File: src/rtl/mux_4_1_rr.sv
// Round-robin 4-to-1 stream merger with a registered, source-tagged output.
// The rotating priority pointer moves just past the last served channel.
module mux_4_1_rr #(
   parameter int unsigned DATA_W = 8
) (
   input  logic              clk,
   input  logic              rst_n,
   input  logic [DATA_W-1:0] din0,
   input  logic [DATA_W-1:0] din1,
   input  logic [DATA_W-1:0] din2,
   input  logic [DATA_W-1:0] din3,
   input  logic              valid0,
   input  logic              valid1,
   input  logic              valid2,
   input  logic              valid3,
   output logic              ready0,
   output logic              ready1,
   output logic              ready2,
   output logic              ready3,
   output logic [DATA_W-1:0] dout,
   output logic [1:0]        dout_sel,
   output logic              dout_valid,
   input  logic              dout_ready
);

   logic [DATA_W-1:0] din_arr [4];
   logic [3:0]        valid_vec;
   logic [3:0]        ready_vec;

   logic [1:0]        ptr_q, ptr_d;
   logic [DATA_W-1:0] dout_q, dout_d;
   logic [1:0]        sel_q, sel_d;
   logic              vld_q, vld_d;

   logic              free;
   logic [1:0]        grant;
   logic              grant_vld;
   logic [1:0]        scan_idx;

   assign din_arr[0] = din0;
   assign din_arr[1] = din1;
   assign din_arr[2] = din2;
   assign din_arr[3] = din3;
   assign valid_vec  = {valid3, valid2, valid1, valid0};

   assign free = !vld_q || dout_ready;

   // Scan from the farthest offset down so the nearest valid channel to ptr wins.
   always_comb begin
      grant     = '0;
      grant_vld = 1'b0;
      scan_idx  = '0;
      for (int k = 3; k >= 0; k--) begin
         scan_idx = ptr_q + 2'(k);
         if (valid_vec[scan_idx]) begin
            grant     = scan_idx;
            grant_vld = 1'b1;
         end
      end
   end

   // Readies are gated by rst_n so they drop immediately while reset is held.
   always_comb begin
      ready_vec = '0;
      if (rst_n && free && grant_vld) begin
         ready_vec[grant] = 1'b1;
      end
   end

   assign ready0 = ready_vec[0];
   assign ready1 = ready_vec[1];
   assign ready2 = ready_vec[2];
   assign ready3 = ready_vec[3];

   always_comb begin
      ptr_d  = ptr_q;
      dout_d = dout_q;
      sel_d  = sel_q;
      vld_d  = vld_q;
      if (free) begin
         if (grant_vld) begin
            dout_d = din_arr[grant];
            sel_d  = grant;
            vld_d  = 1'b1;
            ptr_d  = grant + 2'd1;
         end else begin
            vld_d  = 1'b0;
         end
      end
   end

   always_ff @(posedge clk or negedge rst_n) begin
      if (!rst_n) begin
         ptr_q  <= '0;
         dout_q <= '0;
         sel_q  <= '0;
         vld_q  <= 1'b0;
      end else begin
         ptr_q  <= ptr_d;
         dout_q <= dout_d;
         sel_q  <= sel_d;
         vld_q  <= vld_d;
      end
   end

   assign dout       = dout_q;
   assign dout_sel   = sel_q;
   assign dout_valid = vld_q;

endmodule

File: config.mk
export PLATFORM = sky130hd
export DESIGN_NAME = mux_4_1_rr
export DESIGN_NICKNAME = d
export VERILOG_FILES = /design/src/rtl/mux_4_1_rr.sv
export SDC_FILE = /design/constraint.sdc
export NUM_CORES = 1
export LEC_CHECK = 0
export BUFFER_PORTS_ARGS = -buffer_cell sky130_fd_sc_hd__buf_4
export CAP_MARGIN = 40
export CORE_MARGIN = 5
export CORE_UTILIZATION = 37
export DETAILED_ROUTE_END_ITERATION = 8
export PLACE_DENSITY_LB_ADDON = 0.1
export SETUP_SLACK_MARGIN = 0.4
export SLEW_MARGIN = 20
export SYNTH_ARGS = -nofsm -noshare
export SYNTH_HDL_FRONTEND = slang
export SYNTH_SLANG_ARGS = --single-unit
File: constraint.sdc
create_clock -name clk -period 1.6 [get_ports clk]
set_clock_uncertainty 0.05 [all_clocks]
set_input_delay 0 -clock clk [delete_from_list [all_inputs] [get_ports clk]]
set_output_delay 0 -clock clk [all_outputs]
set_load 0.1 [all_outputs]
Yosys cells after proc, flatten, opt, wreduce, memory -nomap -nowiden
Index checks and enable logic that the tools add are counted.
- flip-flop bits (word level): 13
- input bits: 39
- output and inout bits: 15
- logic and storage cells: 45
- add/subtract/negate cells: 4
- $lt $le $gt $ge: 7
- mux-type cells: 23
- bitwise logic cells: 1
- reductions and logical operators: 6
- operators with widths (kind ; count):
    $bmux 8 s2 ; 1
    $mux 8 ; 2
    $lt 2x3->1 const B ; 5
    $mux 1 ; 10
    $bmux 1 s2 ; 4
    $mux 2 ; 4
    $add 2x1->2 const B ; 2
    $add 2x2->2 const B ; 2
    $mux 4 ; 1
    $ge 3x3->1 const B ; 1
    $logic_and 1x1->1 ; 3
    $not 2->3 ; 1
    $demux 1 s2 ; 1
    $ge 2x1->1 const B ; 1
    $reduce_and 2->1 ; 1
    $logic_not 1->1 ; 1
    $logic_or 1x1->1 ; 1

Logic depth before layout (Yosys ltp)
- word-level depth: 12
- depth in mapped cells: 6
- depth with buffers taken out: 5

Worst setup path before layout
No wires, ideal clock.
- path kind: register to output
- start point: register vld_q, in the netlist dout_valid
- end point: output ready1
- arrival: 2.553 ns
- data required time: 1.550 ns
- path slack: -1.003 ns
- cell stages (with the launch flop): 4
- path buffers: 0
- cell sequence: dfrtp_1 a21oi_1 nand3_1 nor2_1
- longest elaborated chain between the ends: 5
- ends and longest elaborated chain (element ; line ; text):
    start, declared ; 33 ; logic vld_q, vld_d;
    start signal, assigned ; 102 ; vld_q <= vld_d;
    $logic_not 1->1 ; 46 ; assign free = !vld_q || dout_ready;
    $logic_or 1x1->1 ; 46 ;
    $logic_and 1x1->1 (2 in a row) ; 65 ; if (rst_n && free && grant_vld) begin
    $mux 4 ; 65 ;
    end, declared ; 17 ; output logic ready1,
Every way passes these cells.

Final worst setup path
- start point: register ptr_q[1]
- end point: output ready0
- longest elaborated chain between the ends: 12
- elaborated cells on any way between the ends: 26
- classes of those cells: add/sub: 3; order compare: 2; mux: 19; reduce/logical: 2
- ends and longest elaborated chain (element ; line ; text):
    start, declared ; 30 ; logic [1:0] ptr_q, ptr_d;
    start signal, assigned ; 99 ; ptr_q <= ptr_d;
    $add 2x2->2 ; 54 ; scan_idx = ptr_q + 2'(k);
    $bmux 1 s2 ; 55 ; if (valid_vec[scan_idx]) begin
    $mux 1 (not written as such) ; 55 ;
    $mux 2 (4 in a row) ; 55 ;
    $lt 2x3->1 (not written as such) / $ge 2x1->1 (equally long branches) ; 66 ; ready_vec[grant] = 1'b1;
    $logic_and 1x1->1 (not written as such) ; 66 ;
    $mux 1 (not written as such) ; 66 ;
    $demux 1 s2 ; 66 ;
    $mux 4 (*) ; 65 ;
    end, declared ; 16 ; output logic ready0,
Mark *: on every way between the ends. The rest lies on a longest branch, timed or not. The select of a mux whose other input is x is not followed.

==> metrics.txt <==
period utilisation layout=119.1%; Routed WL=approximately 4.9 mm; Avg Inst Size Synth=9.814 um^2; DR vias/cell=5.737; Min-Delay Path Class=in -> reg; fin crit period=1905 ps; Die H=56.92 um; Synth area leader=dfrtp_1; Buffers on Ports=53; vias in the first global route=1296; CP required=approximately 1600 ps; final hold viol count=1; outcome=finished with violations; sequential area share after synthesis=39.94%; Worst Setup End Kind=primary output; Worst Tran Pin Value=~640 ps; nets@finish=217; setup ws final=-305.2 ps; commonest cells after routing, fill and taps aside=buf_4, dlygate4sd3_1, nand2_1; core area=between 2000 and 2500 um^2; fraction of layout cells with a size suffix above 1=60.45%; synthesis warning total=0; CTS tree=done; crit path max fanout=3; failing checks=negative hold slack, negative setup slack; Setup crit start kind=flop; Worst-path clk slew=approximately 90 ps; Remaining DRCs=0; Cell Pwr Density=1495 nW/um^2; GP Congestion=0.7620; max-slew headroom at the worst pin=56.98%; Synth Register Bits=13; Worst Path Arrival=around 1900 ps; Worst-Skew Late Latency=280 ps; First-pass DRT Iterations=5; R2R setup slack=-240 ps; placed cells=165; area share of the leading cell type in the synthesized netlist=39.94%; hold slack=-0.5207 ps; Sink Count=13; RSZ-0062 raised after global routing=true; Tot GR Track Use=26.00%; CP Class=reg -> out; Post-DP Area=1373 um^2; die area=3240 um^2; clock buffer depth=2; DRT iter0 DRCs=41; grt ovf=0; VDD IR max=between 1 and 1.5 mV; IO Pins=54; largest net degree at the start of global routing=15; fin cells=between 200 and 250; Final Util=93.65%; H-tree Lvls=1; synthesized net count=around 120; CTS root buf=clkbuf_4; HPWL after DPL=2.004 mm; cells after synthesis=83; antenna cells=0; drt wl/cell=24.13 um; Mapped Area=814.5 um^2; top post-synthesis cells by area=dfrtp_1, mux2i_1, o221ai_1; area added between synthesis and finish=147.0%; static leakage=0.0008882 uW; global-route wire length before repair=about 6.5 mm; row count=17; Synth cell types=23; die width=56.92 um; Max-Cap Viols=0; commonest non-fill, non-tap cell in the layout=buf_4; Final ANT Viol Nets=0; TritonCTS buffer count=3; initial antenna violation count=0; Starting Density=37.91%; fin area=2012 um^2; fmax=0.5249 GHz; final setup fails=15; vias=1176; Pins Over Slew Limit=0
## final cells by class
type | instances | area, um^2
repair buffers | 94 | 924.6
multi-input cells | 63 | 676.9
flip-flops and latches | 13 | 330.3
fillers | 61 | 136.4
well taps | 28 | 35.03
clock buffers | 4 | 26.28
inverters | 3 | 18.77
## registers in the layout, indices dropped and copies added, names as in the netlist
signal / count
dout: 8
dout_sel: 2
dout_valid: 1
ptr_q: 2
## synth_stat cells
library cell,instances
o221ai_1,8
nand2_2,1
buf_6,2
o21ai_0,1
nand2b_1,1
a21oi_1,4
mux2i_1,17
a21o_1,1
nor3b_1,1
nand2_1,15
a21boi_0,1
a2bb2oi_2,1
nor2_1,5
buf_4,1
dfrtp_1,13
nor4_1,1
clkbuf_4,1
xnor2_1,1
nor3_2,1
o21ai_1,1
nand3_1,1
nand3b_1,2
inv_1,3
## timing repair
action                     CTS  global route
buffers inserted             6             3
cloned                       1             0
resized for setup           44             8
hold endpoints to repair    21             1
pin swaps                   11            13
hold buffers                24             2
setup endpoints to repair   16            16
## where the power goes
group          switching (uW)  internal [uW]
logic                    1370            883
registers                94.9            437
clock network             129           96.9
## worst max-delay path, cell delays in order, from the launching register on
cell and delay, ps:
dfrtp_2 460, buf_12 140, nor3b_2 220, nor3_2 90
nand3b_1 290, nor2_4 190, buf_12 190
## cells by family (layout without fill, tap and decap cells)
| group | count (synthesis) | after routing | share of synthesized area, % |
|---|---|---|---|
| buf+inv | 7 | 101 | 5.991 |
| flops | 13 | 13 | 39.94 |
| mux | 17 | 17 | 20.89 |
| compound gates | 17 | 17 | 15.97 |
| simple gates | 28 | 28 | 16.13 |
| xor+xnor | 1 | 1 | 1.075 |
## metal layers
layer  global-route usage, %  vias to the layer above  routed length [um]
met1                   26.76                      573                1639
met4                   10.26                        0                 284
met5                       0                        -                   0
met3                   7.586                       29                 370
met2                   48.61                       78                2653
li1                        -                      496                   -
## per-stage QoR
step	power (uW)	TNS, ps	worst slack (ps)
floorplan	1720	-84.07	-49.10
global placement	2064	-15.90	-9.454
detailed placement	2095	-416.6	-72.63
CTS	2745	-997.9	-145.0
global route	3093	-4248	-368.0
finish	3008	-3017	-305.2
## path summary, 6_finish.rpt
kind,from,end,cells after the start
max in group asynchronous,rst_n,dout_valid,2
min reg2reg,dout[4],dout[4],2
min in group asynchronous,rst_n,dout[5],2
max reg2reg,ptr_q[0],dout[1],7
min,din1[4],dout[4],3
max,ptr_q[1],ready0,6
(Power assumes the default switching activity.)
